===== config.mk =====
export PLATFORM = sky130hd
export DESIGN_NAME = register_file_sb
export DESIGN_NICKNAME = d
export VERILOG_FILES = /design/src/rtl/regfile_pkg.sv /design/src/rtl/regfile_scoreboard.sv /design/src/rtl/register_file_sb.sv
export SDC_FILE = /design/constraint.sdc
export NUM_CORES = 2
export LEC_CHECK = 0
export CORE_MARGIN = 4
export CORE_UTILIZATION = 66
export DETAILED_ROUTE_END_ITERATION = 8
export PLACE_DENSITY = 0.9
export RECOVER_POWER = 25
export SYNTH_ARGS = -nofsm -noshare
export SYNTH_HDL_FRONTEND = slang
export SYNTH_SLANG_ARGS = --single-unit

===== constraint.sdc =====
create_clock -name clk -period 9.54 [get_ports clk]
set_clock_uncertainty 0.2 [all_clocks]
set_input_delay 1.908 -clock clk [delete_from_list [all_inputs] [get_ports clk]]
set_output_delay 1.908 -clock clk [all_outputs]
set_load 0.05 [all_outputs]

===== src/rtl/regfile_pkg.sv =====
// Shared constants and types for the register file with pending-write scoreboard.
package regfile_pkg;

    localparam int ZERO_REG       = 0;
    localparam int A0_REG         = 10;
    localparam int MAX_READ_PORTS = 4;
    localparam int REG_IDX_W      = 5;

    typedef logic [REG_IDX_W-1:0] reg_idx_t;

endpackage


===== src/rtl/regfile_scoreboard.sv =====
// Pending-write scoreboard: one pending bit per register plus a registered
// popcount. Within a cycle, flush beats everything, then alloc (set) beats
// writeback (clear). x0 is never pending.
module regfile_scoreboard
    import regfile_pkg::*;
#(
    parameter int ADDRESS_WIDTH = 5
) (
    input  logic                         clk,
    input  logic                         rst_n,
    input  logic                         alloc_en,
    input  logic [ADDRESS_WIDTH-1:0]     alloc_addr,
    input  logic                         we,
    input  logic [ADDRESS_WIDTH-1:0]     wa,
    input  logic                         flush,
    output logic [(2**ADDRESS_WIDTH)-1:0] pending,
    output logic [ADDRESS_WIDTH:0]       busy_count
);

    localparam int DEPTH = 2**ADDRESS_WIDTH;
    localparam logic [ADDRESS_WIDTH-1:0] ZERO_IDX = ADDRESS_WIDTH'(ZERO_REG);

    logic [DEPTH-1:0] pend_next;

    function automatic logic [ADDRESS_WIDTH:0] popcount(input logic [DEPTH-1:0] v);
        logic [ADDRESS_WIDTH:0] cnt;
        cnt = '0;
        for (int i = 0; i < DEPTH; i++) begin
            cnt = cnt + {{ADDRESS_WIDTH{1'b0}}, v[i]};
        end
        return cnt;
    endfunction

    // Next pending state: flush clears all, else writeback clears, alloc sets last
    always_comb begin
        pend_next = pending;
        if (flush) begin
            pend_next = '0;
        end else begin
            if (we && (wa != ZERO_IDX)) begin
                pend_next[wa] = 1'b0;
            end
            if (alloc_en && (alloc_addr != ZERO_IDX)) begin
                pend_next[alloc_addr] = 1'b1;
            end
        end
        pend_next[0] = 1'b0;
    end

    // Pending bits and their count update together from the same next state
    always_ff @(posedge clk or negedge rst_n) begin
        if (!rst_n) begin
            pending    <= '0;
            busy_count <= '0;
        end else begin
            pending    <= pend_next;
            busy_count <= popcount(pend_next);
        end
    end

endmodule


===== src/rtl/register_file_sb.sv =====
// Integer register file with NUM_READ combinational read ports, one
// synchronous write port and a pending-write scoreboard for RAW stalls.
// Optional same-cycle write-to-read bypass: define REGFILE_BYPASS_EN.
module register_file_sb
    import regfile_pkg::*;
#(
    parameter int DATA_WIDTH    = 32,
    parameter int ADDRESS_WIDTH = 5,
    parameter int NUM_READ      = 2
) (
    input  logic                              clk,
    input  logic                              rst_n,
    input  logic [NUM_READ*ADDRESS_WIDTH-1:0] rd_addr,
    output logic [NUM_READ*DATA_WIDTH-1:0]    rd_data,
    output logic [NUM_READ-1:0]               rd_ready,
    input  logic                              alloc_en,
    input  logic [ADDRESS_WIDTH-1:0]          alloc_addr,
    input  logic                              we,
    input  logic [ADDRESS_WIDTH-1:0]          wa,
    input  logic [DATA_WIDTH-1:0]             wd,
    input  logic                              flush,
    output logic [ADDRESS_WIDTH:0]            busy_count,
    output logic [DATA_WIDTH-1:0]             a0
);

    localparam int DEPTH = 2**ADDRESS_WIDTH;
    localparam logic [ADDRESS_WIDTH-1:0] ZERO_IDX = ADDRESS_WIDTH'(ZERO_REG);
    localparam logic [ADDRESS_WIDTH-1:0] A0_IDX   = ADDRESS_WIDTH'(A0_REG);

    logic [DATA_WIDTH-1:0] regs [DEPTH];
    logic [DEPTH-1:0]      pending;

    regfile_scoreboard #(
        .ADDRESS_WIDTH(ADDRESS_WIDTH)
    ) u_scoreboard (
        .clk        (clk),
        .rst_n      (rst_n),
        .alloc_en   (alloc_en),
        .alloc_addr (alloc_addr),
        .we         (we),
        .wa         (wa),
        .flush      (flush),
        .pending    (pending),
        .busy_count (busy_count)
    );

    // Data array: cleared by reset, written on the edge when wa is not x0
    always_ff @(posedge clk or negedge rst_n) begin
        if (!rst_n) begin
            for (int i = 0; i < DEPTH; i++) begin
                regs[i] <= '0;
            end
        end else if (we && (wa != ZERO_IDX)) begin
            regs[wa] <= wd;
        end
    end

    assign a0 = regs[A0_IDX];

    for (genvar g = 0; g < NUM_READ; g++) begin : g_rd
        logic [ADDRESS_WIDTH-1:0] idx;
        logic [DATA_WIDTH-1:0]    data;
        logic                     rdy;

        assign idx = rd_addr[g*ADDRESS_WIDTH +: ADDRESS_WIDTH];

        // Read mux: x0 reads as zero and always ready; bypass overrides stored state
        always_comb begin
            data = regs[idx];
            rdy  = !pending[idx];
            if (idx == ZERO_IDX) begin
                data = '0;
                rdy  = 1'b1;
            end
`ifdef REGFILE_BYPASS_EN
            else if (we && (wa == idx)) begin
                data = wd;
                // A same-cycle reallocation keeps the operand outstanding
                rdy  = !(alloc_en && (alloc_addr == wa) && !flush);
            end
`endif
        end

        assign rd_data[g*DATA_WIDTH +: DATA_WIDTH] = data;
        assign rd_ready[g] = rdy;
    end

endmodule


==> summary.txt <==
Outcome
  • Status: complete, but fails checks
  • Violated checks: max-capacitance violations, max-slew violations

Worst hold path
  • Hold Path Class: reg -> reg
  • Hold path depth: 0

Route
  • DRT iter0 DRCs: roughly 6000
  • Wire per inst: roughly 36 um
  • Overall routed net length: 184 mm
  • Vias per cell: 7.91
  • Vias: slightly above 40000
  • Final routed DRC violation total: 0
  • DR pass1 iterations: 6
  • Antenna-violating nets left: 0

Worst setup path
  • WP data required: 7430 ps
  • CP endpoint kind: primary output
  • Type of origin of the critical path: input pin
  • Crit-path max FO: 52
  • CP Data Arrival Time: 5720 ps
  • FF-to-FF path depth: 18
  • Critical path class: in -> out

CTS
  • CTS tree: done
  • Worst-Skew Late Latency: slightly above 700 ps
  • # hold bufs at CTS: 0
  • Post-CTS Setup Repair Bufs: 0
  • Clk root buf: clkbuf_16
  • CTS max path bufs: 3
  • Clock buffer count from CTS: 109
  • CTS Sinks: about 1100
  • CTS resizes: 0
  • Htree depth: 3
  • Clk slew on worst S/H paths: 60 ps

Floorplanning
  • Io pins: 161
  • Core area: 87000 sq um
  • FP Rows: 108
  • Die X: 305 um
  • Die H: 305 um
  • Starting density of the core: 66.7%
  • Die area: between 90000 and 100000 sq um

Global route
  • First-pass GRT wire length: between 200 and 300 mm
  • Largest net degree at the start of global routing: 187
  • GRT overflow: 0
  • Initial antenna violation count: 12
  • Vias in the first global route: 41900
  • GRT Total Usage: between 30 and 40%

Place
  • Post-DP HPWL: around 100 mm
  • Placer Congestion: 0.946
  • Port buffer count: 160

STA
  • F_max: about 0.13 GHz
  • Worst Max-Slew Pin Slew: 4950 ps
  • Setup TNS: 0 ps
  • Final Hold Vio Count: 0
  • Worst rel slew slack: -230%
  • Tcrit/Tclk final: 82.0%
  • Min Tclk post-route: 7820 ps
  • Setup-failing EPs final: 0
  • Unrepaired setup endpoints after global routing: false
  • Pins over their slew limit: ~170

Cells and area
  • Commonest non-fill, non-tap cell in the layout: dfrtp_1
  • Share of layout cells above drive strength 1: a little under half
  • Layout net count: roughly 3900
  • Area growth, synth to finish: 8.81%
  • Most frequent cells in the layout: dfrtp_1, mux2_2, mux4_2
  • Number of fillers in the final layout: 4939

Logic synthesis
  • Synthesized Nets: about 4000
  • Simple-Gate Fraction of Synth Area: 2.13%
  • Yosys cell types: 45
  • Xor-xnor portion of the synthesized cell area: 0.0453%
  • Post-synth EDFFs: 0
  • Syn Inst Count: 3943
  • Ys async rst share: between 90% and 100%
  • Largest family of logic cells by synthesized area: multiplexers
  • Sequential area share after synthesis: 45.7%
  • #FFs+latches synth: 1061
  • Syn avg cell area: ~15 sq um
  • Compound-Gate Fraction of Synth Area: 5.40%
  • Mux cell area share after synthesis: 40.7%
  • Adder-cell share of the synthesized area: 0.987%
  • Most used DFF post-synth: dfrtp_1
  • Synthesis Warnings: 0
  • Post-Synthesis Cell Area: just under 60000 sq um

Power and ir drop
  • Pwr/cell area: 214 nW/um^2
  • Total power draw: 13.5 mW
  • Leak: roughly 27 nW
  • Maximum vdd drop: between 0.0002 and 0.00025 V

Job
  • MaxCap Viol Count: 3
-- logic make-up (layout without fill, tap and decap cells) --
logic type | Yosys count | in the layout
multiplexers | 1650 | 1650
flip-flops | 1061 | 1061
buffers and inverters | 514 | 497
AO/OA/AOI/OAI | 446 | 446
AND/OR/NAND/NOR | 237 | 237
adder cells (fa/ha/maj) | 32 | 32
XOR/XNOR | 3 | 3
other | 0 | 9
-- final timing paths --
kind | from | end | slack (ps)
max | rd_addr[5] | rd_data[53] | 1720
min | regs[1021]$_DFFE_PN0P_ | regs[1021]$_DFFE_PN0P_ | 200
max reg2reg | u_scoreboard.pending[2]$_DFF_PN0_ | u_scoreboard.busy_count[4]$_DFF_PN0_ | 4160
min reg2reg | regs[1021]$_DFFE_PN0P_ | regs[1021]$_DFFE_PN0P_ | 200
max in group asynchronous | rst_n | regs[713]$_DFFE_PN0P_ | 2000
min in group asynchronous | rst_n | regs[27]$_DFFE_PN0P_ | 2820
-- final cells by class --
| type | count | area, sq um | share of cell area (%) |
|---|---|---|---|
| Sequential cell | 1061 | 26600 | 42.0 |
| Antenna cell | 9 | 22.5 | 0.0357 |
| Clock buffer | 160 | 3240 | 5.13 |
| Inverter | 36 | 138 | 0.218 |
| Multi-Input combinational cell | 2368 | 28700 | 45.5 |
| Clock inverter | 46 | 532 | 0.842 |
| Timing Repair Buffer | 255 | 2480 | 3.92 |
| Tap cell | 1155 | 1450 | 2.29 |
-- synthesized netlist by cell type, types with 3 or more instances --
cell	count	area [sq um]
a221oi_1	44	385
buf_2	102	510
ha_1	9	113
a311oi_1	64	561
mux4_2	462	10400
nor2_1	33	124
clkbuf_1	207	777
xnor2_1	3	26.3
mux2_2	1050	11800
o21ai_0	95	475
nand3_1	5	25.0
nor2_4	6	67.6
buf_6	43	484
a21oi_1	26	130
fa_1	23	460
nand2_1	91	342
mux2i_1	130	1300
nor3_1	3	15.0
a22oi_1	75	563
nor3b_2	3	37.5
buf_12	4	80.1
mux2_1	8	90.1
nand2b_1	5	31.3
buf_4	118	886
o21ai_1	32	160
nand3b_1	7	52.6
a21o_1	21	158
nor2b_1	73	457
inv_1	36	135
o2111ai_1	21	184
dfrtp_1	1061	26600
a211oi_1	64	480
-- flip-flops by register name (all words and copies together) (netlist names) --
| signal | cells |
|---|---|
| a0 | 32 |
| u_scoreboard.busy_count | 6 |
| regs | 992 |
| u_scoreboard.pending | 31 |
-- layer usage --
layer  track usage (%)  routed length, um  vias to the layer above
met5                 0                 52                        -
met4              24.5              13500                        8
met3              14.7              26400                     1026
met2              56.8              80600                     3582
met1              51.3              63200                    20800
li1                  -                  -                    14900
-- power by group --
part / total, mW / switching (mW) / internal, mW / leakage (nW)
Clock: 4.50 / 1.89 / 2.60 / 1.87
Sequential: 6.04 / 0.713 / 5.33 / 13.6
Combinational: 2.99 / 1.38 / 1.61 / 11.5
Total: 13.5 / 3.99 / 9.54 / 27.0
-- worst max-delay path, stage by stage --
cell and delay, ps:
buf_6 690, buf_4 630, mux4_2 590, nor2b_1 150
a211oi_1 620, a311oi_1 250, clkdlybuf4s50_1 840
-- stage by stage --
| step | worst slack (ps) | instance area, sq um | cells | utilization (%) | hold slack, ps |
|---|---|---|---|---|---|
| floorplan | 2330 | 58000 | 3943 | - | 241 |
| global placement | 1610 | 59400 | 4875 | 68.2 | 177 |
| detailed placement | 1500 | 59400 | 4875 | 68.2 | 182 |
| CTS | 1830 | 63200 | 5081 | 72.6 | 198 |
| global route | 1020 | 63100 | 5084 | 72.6 | 205 |
| finish | 1720 | 63200 | 5090 | 72.6 | 197 |
(Power assumes the default switching activity.)
